--- config.mk ---
export PLATFORM = sky130hd
export DESIGN_NAME = moving_average_filter
export DESIGN_NICKNAME = d
export VERILOG_FILES = /design/src/rtl/filter_pkg.sv /design/src/rtl/sample_ring_buffer.sv /design/src/rtl/moving_average_filter.sv
export SDC_FILE = /design/constraint.sdc
export NUM_CORES = 1
export LEC_CHECK = 0
export ABC_CLOCK_PERIOD_IN_PS = 7700
export CAP_MARGIN = 40
export CORE_MARGIN = 2
export CORE_UTILIZATION = 40
export CTS_CLUSTER_DIAMETER = 40
export DETAILED_ROUTE_END_ITERATION = 16
export PLACE_DENSITY_LB_ADDON = 0.2
export SYNTH_ARGS = -nofsm -noshare
export SYNTH_HDL_FRONTEND = slang
export SYNTH_HIERARCHICAL = 1
export SYNTH_SLANG_ARGS = --single-unit
export TNS_END_PERCENT = 1
--- constraint.sdc ---
create_clock -name clk_fpga -period 7.7 [get_ports clk_fpga]
set_input_delay 0.77 -clock clk_fpga [delete_from_list [all_inputs] [get_ports clk_fpga]]
set_output_delay 0.77 -clock clk_fpga [all_outputs]
set_load 0.05 [all_outputs]
--- src/rtl/filter_pkg.sv ---
// Shared types and helpers for the moving average filter slice.
package filter_pkg;

    typedef enum logic {FILLING, RUNNING} state_t;

    localparam int MAX_WINDOW_LOG2 = 6;

    function automatic int sum_width(input int data_width, input int window_log2);
        return data_width + window_log2;
    endfunction

    // Round half up before the divide-by-window shift.
    function automatic logic [31:0] round_shift(input logic [31:0] value, input int shift);
        return (value + (32'd1 << (shift - 1))) >> shift;
    endfunction

endpackage

--- src/rtl/sample_ring_buffer.sv ---
// Circular store of the last 2^WINDOW_LOG2 samples; exposes the entry about to be overwritten.
module sample_ring_buffer #(
    parameter int DATA_WIDTH  = 4,
    parameter int WINDOW_LOG2 = 2
) (
    input  logic                  clk_fpga,
    input  logic                  reset_n,
    input  logic                  wr_en,
    input  logic                  clear,
    input  logic [DATA_WIDTH-1:0] wr_data,
    output logic [DATA_WIDTH-1:0] oldest
);

    localparam int DEPTH = 1 << WINDOW_LOG2;

    logic [DATA_WIDTH-1:0]  entries [DEPTH];
    logic [WINDOW_LOG2-1:0] wr_ptr;

    assign oldest = entries[wr_ptr];

    // The pointer wraps on its own width, so the slot it names is always the oldest one.
    always_ff @(posedge clk_fpga or negedge reset_n) begin
        if (!reset_n) begin
            for (int i = 0; i < DEPTH; i++) begin
                entries[i] <= '0;
            end
            wr_ptr <= '0;
        end else if (clear) begin
            for (int i = 0; i < DEPTH; i++) begin
                entries[i] <= '0;
            end
            wr_ptr <= '0;
        end else if (wr_en) begin
            entries[wr_ptr] <= wr_data;
            wr_ptr          <= wr_ptr + 1'b1;
        end
    end

endmodule

--- src/rtl/moving_average_filter.sv ---
// Rounded running average over the last 2^WINDOW_LOG2 strobed samples.
module moving_average_filter
    import filter_pkg::*;
#(
    parameter int DATA_WIDTH  = 4,
    parameter int WINDOW_LOG2 = 2
) (
    input  logic                              clk_fpga,
    input  logic                              reset_n,
    input  logic [DATA_WIDTH-1:0]             i_dado,
    input  logic                              i_dado_valido,
    input  logic                              i_clear,
    output logic [DATA_WIDTH-1:0]             o_media,
    output logic                              o_media_valida,
    output logic [DATA_WIDTH+WINDOW_LOG2-1:0] o_soma,
    output logic                              o_janela_cheia
);

    localparam int SUM_WIDTH = sum_width(DATA_WIDTH, WINDOW_LOG2);
    localparam logic [WINDOW_LOG2:0] WINDOW = {1'b1, {WINDOW_LOG2{1'b0}}};

    state_t                 state;
    logic [WINDOW_LOG2:0]   fill_cnt;
    logic [SUM_WIDTH-1:0]   sum;
    logic [SUM_WIDTH-1:0]   sum_next;
    logic [DATA_WIDTH-1:0]  oldest;
    logic [DATA_WIDTH-1:0]  media_next;
    logic                   accept;

    assign accept = i_dado_valido && !i_clear;

    sample_ring_buffer #(
        .DATA_WIDTH  (DATA_WIDTH),
        .WINDOW_LOG2 (WINDOW_LOG2)
    ) u_ring (
        .clk_fpga (clk_fpga),
        .reset_n  (reset_n),
        .wr_en    (accept),
        .clear    (i_clear),
        .wr_data  (i_dado),
        .oldest   (oldest)
    );

    // The buffer holds exactly the summed samples, so add-new/subtract-oldest never wraps.
    assign sum_next   = sum + SUM_WIDTH'(i_dado) - SUM_WIDTH'(oldest);
    assign media_next = DATA_WIDTH'(round_shift(32'(sum_next), WINDOW_LOG2));

    always_ff @(posedge clk_fpga or negedge reset_n) begin
        if (!reset_n) begin
            state          <= FILLING;
            fill_cnt       <= '0;
            sum            <= '0;
            o_media        <= '0;
            o_media_valida <= 1'b0;
            o_soma         <= '0;
            o_janela_cheia <= 1'b0;
        end else if (i_clear) begin
            state          <= FILLING;
            fill_cnt       <= '0;
            sum            <= '0;
            o_media        <= '0;
            o_media_valida <= 1'b0;
            o_soma         <= '0;
            o_janela_cheia <= 1'b0;
        end else if (accept) begin
            sum            <= sum_next;
            o_soma         <= sum_next;
            o_media        <= media_next;
            o_media_valida <= 1'b1;
            case (state)
                FILLING: begin
                    // Counter stops at the window length once the FSM leaves FILLING.
                    fill_cnt <= fill_cnt + 1'b1;
                    if (fill_cnt + 1'b1 == WINDOW) begin
                        state          <= RUNNING;
                        o_janela_cheia <= 1'b1;
                    end
                end
                RUNNING: begin
                    o_janela_cheia <= 1'b1;
                end
                default: begin
                    state <= FILLING;
                end
            endcase
        end else begin
            o_media_valida <= 1'b0;
        end
    end

endmodule

==> results.md <==
* Status: completed
* Post-synthesis sequential area ratio at 40.7%
* CP max FO at 5
* Hold_sp: o_janela_cheia
* CP endpoint kind: register
* RSZ-0062 raised after global routing: false
* Yosys warns at 6
* Flop-to-flop setup slack at 4270 ps
* Layout cell share with drive strength beyond 1 at 13.7%
* Final HPWL DP at 2690 um
* Cell depth of the worst flop-to-flop path at 9
* Max Cap Viol at 0
* Filler cells at 495
* Number of nets in the layout at 243
* Crit-path slowest cell: clkdlybuf4s50_1
* Vias in the first global route at 1,467
* Final Cycle Share at 44.9%
* Setup crit start kind: input port
* Chip width at 76.3 um
* CTS sink cnt at 34
* Max incr delay on CP at 570 ps
* Switching Share at 39.5%
* CTS tree: yes
* Worst hold slack at 523 ps
* Netlist cell types at 35
* Final hold vios at 0
* Yosys reg bits at 34
* Slew @ Worst Pin at 537 ps
* Rel. slew slack at 64.1%
* # port buffers at 19
* P per Cell Area at 271 nW/um^2
* Placer Congestion at 0.722
* Initial cell density of the core at 41.2%
* Leakage at 0.00109 uW
* Row count at 26
* Fin crit period at 3460 ps
* # diodes at 0
* Clock Pin Slew Worst Setup and Hold Paths at 70 ps
* Area after DPL at 2310 um^2
* WL/cell at 13.6 um
* Hold Path Sink: o_janela_cheia
* Async SR Flop Fraction at 100%
* Post-DR vias/cell at 4.98
* Dominant synthesized flop cell: dfrtp_1
* CTS resizes at 0
* FMAX at 0.289 GHz
* Final wirelength at 3940 um
* Hold Path Stages at 2
* Total CTS buffers at 5
* Post-synth top cells: dfrtp_1, a21oi_1, inv_1, nor2_1, nand3_1
* Main area contributors after synthesis: dfrtp_1, ha_1, a21bo_2
* Clk_lat worst skew at 290 ps
* Routed vias at 1,438
* Area share of the largest cell type after synthesis at 40.7%
* Gate Count Post-Synth at 203
* Gate power share at 46.3%
* FF-to-FF End: o_media[3]
* Total Die Area at 5820 um^2
* Grt total ovfl at 0
* Die Ht at 76.3 um
* Gr usage total at 15.0%
* Initial antenna violation count at 0
* 1st-iter DRT viols at 98
* Routed Antenna Nets at 0
* # Post-CTS Setup Buffers at 0
* Clk buf depth at 2
* Setup CP Type: in2reg
* Final TNS setup at 0 ps
* Reg2reg start: u_ring/wr_ptr[0]
* DRC Markers at 0
* Largest family of logic cells by synthesized area: compound AO/OA/AOI/OAI gates
* Worst Path Arrival at 3690 ps
* Post-synth net total at 228
* Largest net degree at the start of global routing at 36
* Mapped Area at 2090 um^2
* Finish-stage setup viols at 0
* Req. time, crit path at 7930 ps
* Synth Area in Simple Gates at 11.2%
* H-tree depth at 2
* Sequential share of power at 32.8%
* Clock share of power at 20.9%
* Internal power at 393 uW
* Hold_buf cts at 0
* NetSw at 257 uW
* Clock root cell: clkbuf_8
* Max-slew violations at 0
* Avg Cell Area, Syn at 10.3 um^2
* Io pins at 20
* Fin area at 2400 um^2
* Drt pass-1 iters at 4
* Adder-cell share of the synthesized area at 11.6%
* Hold WC Path Type: reg2reg
* Most frequent cell after synthesis: dfrtp_1
* Largest area contributor in the netlist: dfrtp_1
* Post-synth EDFFs at 0
* Max VDD drop at 0.0866 mV
* Post-Synth XOR/XNOR Area at 3.77%
* Cell breakdown of the critical path: clkdlybuf4s50_1, inv_1, fa_1, inv_1, fa_1, a21o_2, a21oi_1, mux2i_1, nor4bb_1, o31a_1
* P&R area growth vs syn at 14.7%
* Multiplexer share of the synthesized area at 7.66%
* Synth Area in Compound Gates at 17.4%
* Clock Skew at 8.74 ps
* First-pass GRT wire length at 6930 um
* Core box area at 5070 um^2
-- area by class of cell --
class                   count  area [um^2]  share of cell area [%]
multi-input cells         135         1080                    45.1
flip-flops and latches     34          851                    35.5
repair buffers             22          213                    8.87
well taps                  70         87.6                    3.65
clock buffers               7         86.3                    3.60
inverters                  20         75.1                    3.13
clock inverters             1         5.00                   0.209
-- cells in the final DEF, fill, tap and decap left out, types with 6 or more instances in the layout --
cell,synthesis,routed
nor2_1,19,18
dfrtp_1,34,34
clkbuf_8,0,6
a21bo_2,12,12
mux2i_1,7,7
clkdlybuf4s50_1,0,19
a21oi_1,22,22
inv_1,20,20
nand3_1,16,16
ha_1,13,13
-- layer usage --
| layer | track usage [%] | part of all wire, % | vias up |
|---|---|---|---|
| li1 | - | - | 717 |
| met1 | 19.3 | 47 | 699 |
| met2 | 24.1 | 48 | 17 |
| met3 | 3.79 | 3.1 | 5 |
| met4 | 6.55 | 1.4 | 0 |
| met5 | 0 | 0 | - |
-- cell families after synthesis --
family	after synthesis
adders and majority gates	17
DFF	34
muxes	11
buffers and inverters	34
AOI/OAI and AO/OA	50
and+or+nand+nor	48
xor gates and xnor gates	9
-- critical path: cells and delay by family --
| family | cells | cell delay (ps) |
|---|---|---|
| multiplexers | 1 | 270 |
| AND/OR/NAND/NOR | 1 | 300 |
| AO/OA/AOI/OAI | 3 | 650 |
| buffers and inverters | 3 | 720 |
| adder cells (fa/ha/maj) | 2 | 980 |
-- flip-flops by register name (all words and copies together), names as in the netlist --
register	count
u_ring/entries	16
o_janela_cheia	1
state	1
sum	6
fill_cnt	3
o_media	4
u_ring/wr_ptr	2
o_media_valida	1
-- worst max-delay path by stage --
stage	startpoint	to	slack [ps]	cells past startpoint
after global routing	u_ring/wr_ptr[0]	o_media[3]	4040	10
after floorplan	u_ring/wr_ptr[0]	o_media[3]	4560	10
after detailed placement	i_dado[1]	o_media[3]	3940	10
final	i_dado[1]	o_media[3]	4240	10
after CTS	i_dado[1]	o_media[3]	4240	10
after global placement	i_dado[1]	o_media[3]	4020	10
-- power by group through the flow --
stage	Combinational, uW	Sequential (uW)	Clock (uW)
5_1_grt	331	217	147
6_report	301	214	136
3_5_place_dp	300	218	0
3_3_place_gp	300	218	0
4_1_cts	303	214	140
2_1_floorplan	171	272	0
-- stage by stage --
step           total power [uW]  util (%)  cells  setup slack, ps
5_1_grt                     696      47.3    289             4040
4_1_cts                     657      47.3    289             4240
3_5_place_dp                518      45.5    281             3940
6_report                    651      47.3    289             4240
2_1_floorplan               443         -    203             4560
3_3_place_gp                518      45.5    281             4020
Note: power is estimated with default switching activity, not from simulation.
